[config.mk]
export PLATFORM = sky130hd
export DESIGN_NAME = sae_arbiter
export DESIGN_NICKNAME = d
export VERILOG_FILES = /design/src/rtl/sae_arbiter.sv
export SDC_FILE = /design/constraint.sdc
export NUM_CORES = 1
export LEC_CHECK = 0
export ABC_AREA = 1
export BUFFER_PORTS_ARGS = -buffer_cell sky130_fd_sc_hd__buf_2
export CAP_MARGIN = 40
export CORE_MARGIN = 4
export CORE_UTILIZATION = 50
export CTS_BUF_LIST = sky130_fd_sc_hd__clkbuf_4
export CTS_CLUSTER_DIAMETER = 60
export DETAILED_ROUTE_END_ITERATION = 10
export GPL_ROUTABILITY_DRIVEN = 0
export PLACE_DENSITY = 0.81
export SLEW_MARGIN = 0
export SYNTH_ARGS = -nofsm -noshare
export SYNTH_HDL_FRONTEND = slang
export SYNTH_SLANG_ARGS = --single-unit
export TNS_END_PERCENT = 10
[constraint.sdc]
create_clock -name clk -period 1.85 [get_ports clk]
set_input_delay 0.185 -clock clk [delete_from_list [all_inputs] [get_ports clk]]
set_output_delay 0.185 -clock clk [all_outputs]
set_load 0.01 [all_outputs]
[src/rtl/sae_arbiter.sv]
// Round-robin arbiter sharing one sae core between two single-byte requesters.
// Holds core inputs for the whole operation and guards a hung core with a timeout.
module sae_arbiter #(
  parameter int TIMEOUT_CYCLES = 16,
  parameter int CNT_W          = 8
) (
  input  logic            clk,
  input  logic            rst_n,
  input  logic [1:0]      req_valid,
  input  logic [1:0][1:0] req_mode,
  input  logic [1:0][7:0] req_data,
  input  logic [1:0][7:0] req_key,
  output logic [1:0]      req_ready,
  output logic [1:0]      rsp_valid,
  input  logic [1:0]      rsp_ready,
  output logic [7:0]      rsp_data,
  output logic [3:0]      rsp_err,
  output logic [1:0]      core_mode,
  output logic [7:0]      core_data,
  output logic [7:0]      core_key,
  output logic            core_inputs_valid,
  input  logic [7:0]      core_data_out,
  input  logic            core_output_ready,
  input  logic [2:0]      core_err,
  output logic            busy
);

  localparam logic [CNT_W-1:0] TMO_LAST = CNT_W'(TIMEOUT_CYCLES - 1);

  typedef enum logic [1:0] {
    S_IDLE,
    S_ISSUE,
    S_WAIT,
    S_RESP
  } state_t;

  state_t           state;
  state_t           state_nxt;
  logic             last_grant;
  logic             served;
  logic             grant;
  logic             accept;
  logic             done;
  logic             tmo;
  logic [CNT_W-1:0] cnt;
  logic [1:0]       op_mode;
  logic [7:0]       op_data;
  logic [7:0]       op_key;

  // Under contention the client that was not served last wins.
  assign grant = (req_valid == 2'b11) ? ~last_grant : req_valid[1];

  always_comb begin
    state_nxt         = state;
    accept            = 1'b0;
    done              = 1'b0;
    tmo               = 1'b0;
    req_ready         = 2'b00;
    rsp_valid         = 2'b00;
    core_mode         = 2'b00;
    core_data         = 8'h00;
    core_key          = 8'h00;
    core_inputs_valid = 1'b0;
    busy              = (state != S_IDLE);
    case (state)
      S_IDLE: begin
        // req_ready is masked by reset so it reads 0 while reset is held.
        if (!rst_n && (req_valid != 2'b00)) begin
          accept    = 1'b1;
          req_ready = {grant, ~grant};
          state_nxt = (req_mode[grant] == 2'b00) ? S_RESP : S_ISSUE;
        end
      end
      S_ISSUE: begin
        core_mode         = op_mode;
        core_data         = op_data;
        core_key          = op_key;
        core_inputs_valid = 1'b1;
        state_nxt         = S_WAIT;
      end
      S_WAIT: begin
        core_mode = op_mode;
        core_data = op_data;
        core_key  = op_key;
        if (core_output_ready || (core_err != 3'b000)) begin
          done      = 1'b1;
          state_nxt = S_RESP;
        end else if (cnt == TMO_LAST) begin
          tmo       = 1'b1;
          state_nxt = S_RESP;
        end
      end
      S_RESP: begin
        rsp_valid = {served, ~served};
        if (rsp_ready[served]) begin
          state_nxt = S_IDLE;
        end
      end
      default: state_nxt = S_IDLE;
    endcase
  end

  always_ff @(posedge clk or posedge rst_n) begin
    if (rst_n) begin
      state      <= S_IDLE;
      last_grant <= 1'b1;
      served     <= 1'b0;
      cnt        <= '0;
      rsp_data   <= 8'h00;
      rsp_err    <= 4'h0;
    end else begin
      state <= state_nxt;
      if (accept) begin
        last_grant <= grant;
        served     <= grant;
        if (req_mode[grant] == 2'b00) begin
          rsp_data <= 8'h00;
          rsp_err  <= 4'h0;
        end
      end
      if (state == S_ISSUE) begin
        cnt <= '0;
      end else if (state == S_WAIT) begin
        cnt <= cnt + CNT_W'(1);
      end
      if (done) begin
        rsp_data <= core_data_out;
        rsp_err  <= {1'b0, core_err};
      end else if (tmo) begin
        rsp_data <= 8'h00;
        rsp_err  <= 4'b1000;
      end
    end
  end

  // Operation registers: loaded only at accept, so later request changes are ignored.
  always_ff @(posedge clk) begin
    if (accept) begin
      op_mode <= req_mode[grant];
      op_data <= req_data[grant];
      op_key  <= req_key[grant];
    end
  end

endmodule

==> metrics.md <==
| Metric | Value |
|---|---|
| Worst hold path class | `input pin to flop` |
| All-Layer GR Usage | `19.56%` |
| Prevailing post-synth register cell | `dfrtp_1` |
| Slack of the worst reg-to-reg path | `0.23 ns` |
| Layout area overhead | `25.43%` |
| Worst Max-Slew Pin Slew | `0.4579 ns` |
| Root Buffer | `clkbuf_4` |
| Die Footprint | `6009 um2` |
| Fin worst setup slack | `0.08052 ns` |
| Critical-path maximum fanout | `4` |
| RSZ-0062 raised after global routing | `yes` |
| First-pass GRT wire length | `9439 um` |
| Max clock buf depth | `2` |
| Finished Cell Area | `3030 um2` |
| Grt peak-use layer | `met2` |
| Clock Latency Late Sink | `0.35 ns` |
| PortBufs | `89` |
| Via total after detailed routing | `2096` |
| Antenna Cells | `0` |
| Critical path class | `flop to output pin` |
| Fmax | `565.1 MHz` |
| Hold slack | `0.05922 ns` |
| Final setup fails | `0` |
| Register area | `1142 um2` |
| Rel. slew slack | `69.36%` |
| Synthesis-stage register bit count | `42` |
| Initial core utilization | `51.49%` |
| 1st-pass router iterations | `4` |
| Post-synthesis sequential area ratio | `47.28%` |
| Worst Path Arrival | `1.58 ns` |
| Area after DPL | `2907 um2` |
| Number of synthesized flops with an enable pin | `18` |
| Max Cap Violations | `0` |
| ANT nets after route | `0` |
| Layout cell share with drive strength beyond 1 | `36.90%` |
| Multi-input logic area | `1035 um2` |
| Area of the core | `4692 um2` |
| Worst setup SP type | `flop` |
| Yosys Warn Count | `0` |
| Req. time, crit path | `1.66 ns` |
| Initial antenna violation count | `0` |
| Most frequent cells in the layout | `nand2_1 (108), buf_2 (89), inv_1 (48)` |
| Syn Nets | `355` |
| Inserted Clock Buffers | `5` |
| Pin count of the biggest net entering global routing | `25` |
| Final Max Tran Viols | `0` |
| Remaining Overflow, GRT | `0` |
| Cell family with most CP delay | `buffers and inverters` |
| Clk slew on worst S/H paths | `0.12 ns` |
| Fillers | `429` |
| Grt met3 use | `4.408%` |
| Final period util | `95.65%` |
| Synth Instances | `296` |
| Synth Area per Inst | `8.162 um2` |
| Final Hold Vio Count | `0` |
| Most common cell after layout, fill and taps aside | `nand2_1` |
| Non-Filler Instances | `447` |
| Lkg Pwr | `1.795 nW` |
| Distinct cell type count after synthesis | `34` |
| Synth async-reset ratio | `57.14%` |
| Final core occ | `64.59%` |
| Pwr Density | `1359 nW/um2` |
| I/O pins | `90` |
| Clock skew | `0.01136 ns` |
| TritonCTS clock tree | `built` |
| Drt drc | `0` |
| Clock Sinks | `42` |
| Initial drt markers | `81` |
| WL/cell | `12.40 um` |
| Synthesized cell area | `2416 um2` |
| Crit end category | `output pin` |
| Top cell by count, worst path | `inv_1` |
| Vias in the first global route | `2115` |
| GR Layer Usage met2 | `34.80%` |
| Die height | `77.52 um` |
| DP HPWL | `4213 um` |
| Place WS | `0.1266 ns` |
| Via density | `4.689` |
| Status | `completed` |
| Final WL | `5543 um` |
| Row Count | `25` |
| Die X | `77.52 um` |
| Placed insts | `434` |
| Final Net Count | `451` |
| Final Critical Period | `1.769 ns` |
| Critical-path cell list | `inv_2 > ha_4 > inv_1 > nor2_8 > inv_1 > nor2_1 > buf_2` |
| CP max stage cell | `dfrtp_1` |
| Depth of the CTS H-tree | `2` |
| Max rail drop VDD | `695.5 uV` |
| Met1 usage in global routing | `22.54%` |
| Crit path largest cell delay | `0.43 ns` |
| Buf/Inv on CP | `4` |
metrics by stage:
step | total power [W] | TNS [ns]
after global routing | 0.004479 | -0.06253
after detailed placement | 0.003563 | 0
final | 0.004118 | 0
after floorplan | 0.002800 | 0
after CTS | 0.004107 | 0
after global placement | 0.003488 | 0
worst min-delay path: cells and delay by family:
family                 cells  cell delay, ns
buffers and inverters      1            0.07
and+or+nand+nor            2            0.12
sequential cells by signal (all words and copies together) (netlist names):
signal	count
rsp_err	4
op_data	8
op_mode	2
last_grant	1
op_key	8
state	2
served	1
rsp_data	8
cnt	8
synth_stat cells, types with 2 or more instances:
library cell	instances	area, um2
o21ai_0	3	15.01
nand2_1	108	405.4
inv_1	50	187.7
ha_1	5	62.56
nand3_4	2	35.03
inv_2	2	7.510
nand3_1	19	95.09
nand3_2	10	100.1
edfxtp_1	18	540.5
nand4_1	3	18.77
nand2_4	3	33.78
nor2_1	15	56.30
dfrtp_1	23	575.6
buf_1	2	7.510
buf_2	3	15.01
nand2_2	12	75.07
path summary, 6_finish.rpt:
check | from | cells past startpoint | to
worst min-delay path | core_data_out[1] | 3 | rsp_data[1]$_DFFE_PP0P_
worst max register to register | state[0]$_DFFE_PP0P_ | 8 | rsp_data[2]$_DFFE_PP0P_
worst max-delay path | state[0]$_DFFE_PP0P_ | 7 | req_ready[0]
worst min register to register | last_grant$_DFFE_PP1P_ | 2 | last_grant$_DFFE_PP1P_
max in group asynchronous | rst_n | 4 | last_grant$_DFFE_PP1P_
min in group asynchronous | rst_n | 4 | cnt[1]$_DFFE_PP0N_
cell type report:
type,count,area share [%]
clock buffers,8,1.982
inverters,52,6.524
multi-input cells,193,34.15
flip-flops and latches,42,37.70
well taps,54,2.230
repair buffers,98,17.42
kinds of logic (layout without fill, tap and decap cells):
logic type / Yosys count / after routing / share of synthesized area (%)
adder cells (fa/ha/maj): 5 / 5 / 2.589
AND/OR/NAND/NOR: 179 / 179 / 36.66
AO/OA/AOI/OAI: 9 / 9 / 2.693
flip-flops: 42 / 42 / 47.28
buffers and inverters: 61 / 158 / 10.77
report_power, final:
part	leakage, nW	switching (W)	total (W)	internal [W]
clock	0.0368	0.000285	0.000481	0.000196
combinational	1.29	0.00129	0.00219	0.000894
sequential	0.473	0.000174	0.00145	0.00128
total	1.80	0.00175	0.00412	0.00237
routing by layer:
layer / part of all wire [%] / routed length (um)
met1: 40 / 2241
met3: 3.5 / 195
met4: 2.6 / 142
met2: 53 / 2963
met5: 0 / 0
what timing repair did:
action,in CTS,in global routing
pin swaps,1,0
buffers inserted,2,2
resized for setup,3,3
hold buffers,1,0
hold endpoints to repair,23,0
endpoints found under the setup margin,16,16
Note: power is estimated with default switching activity, not from simulation.
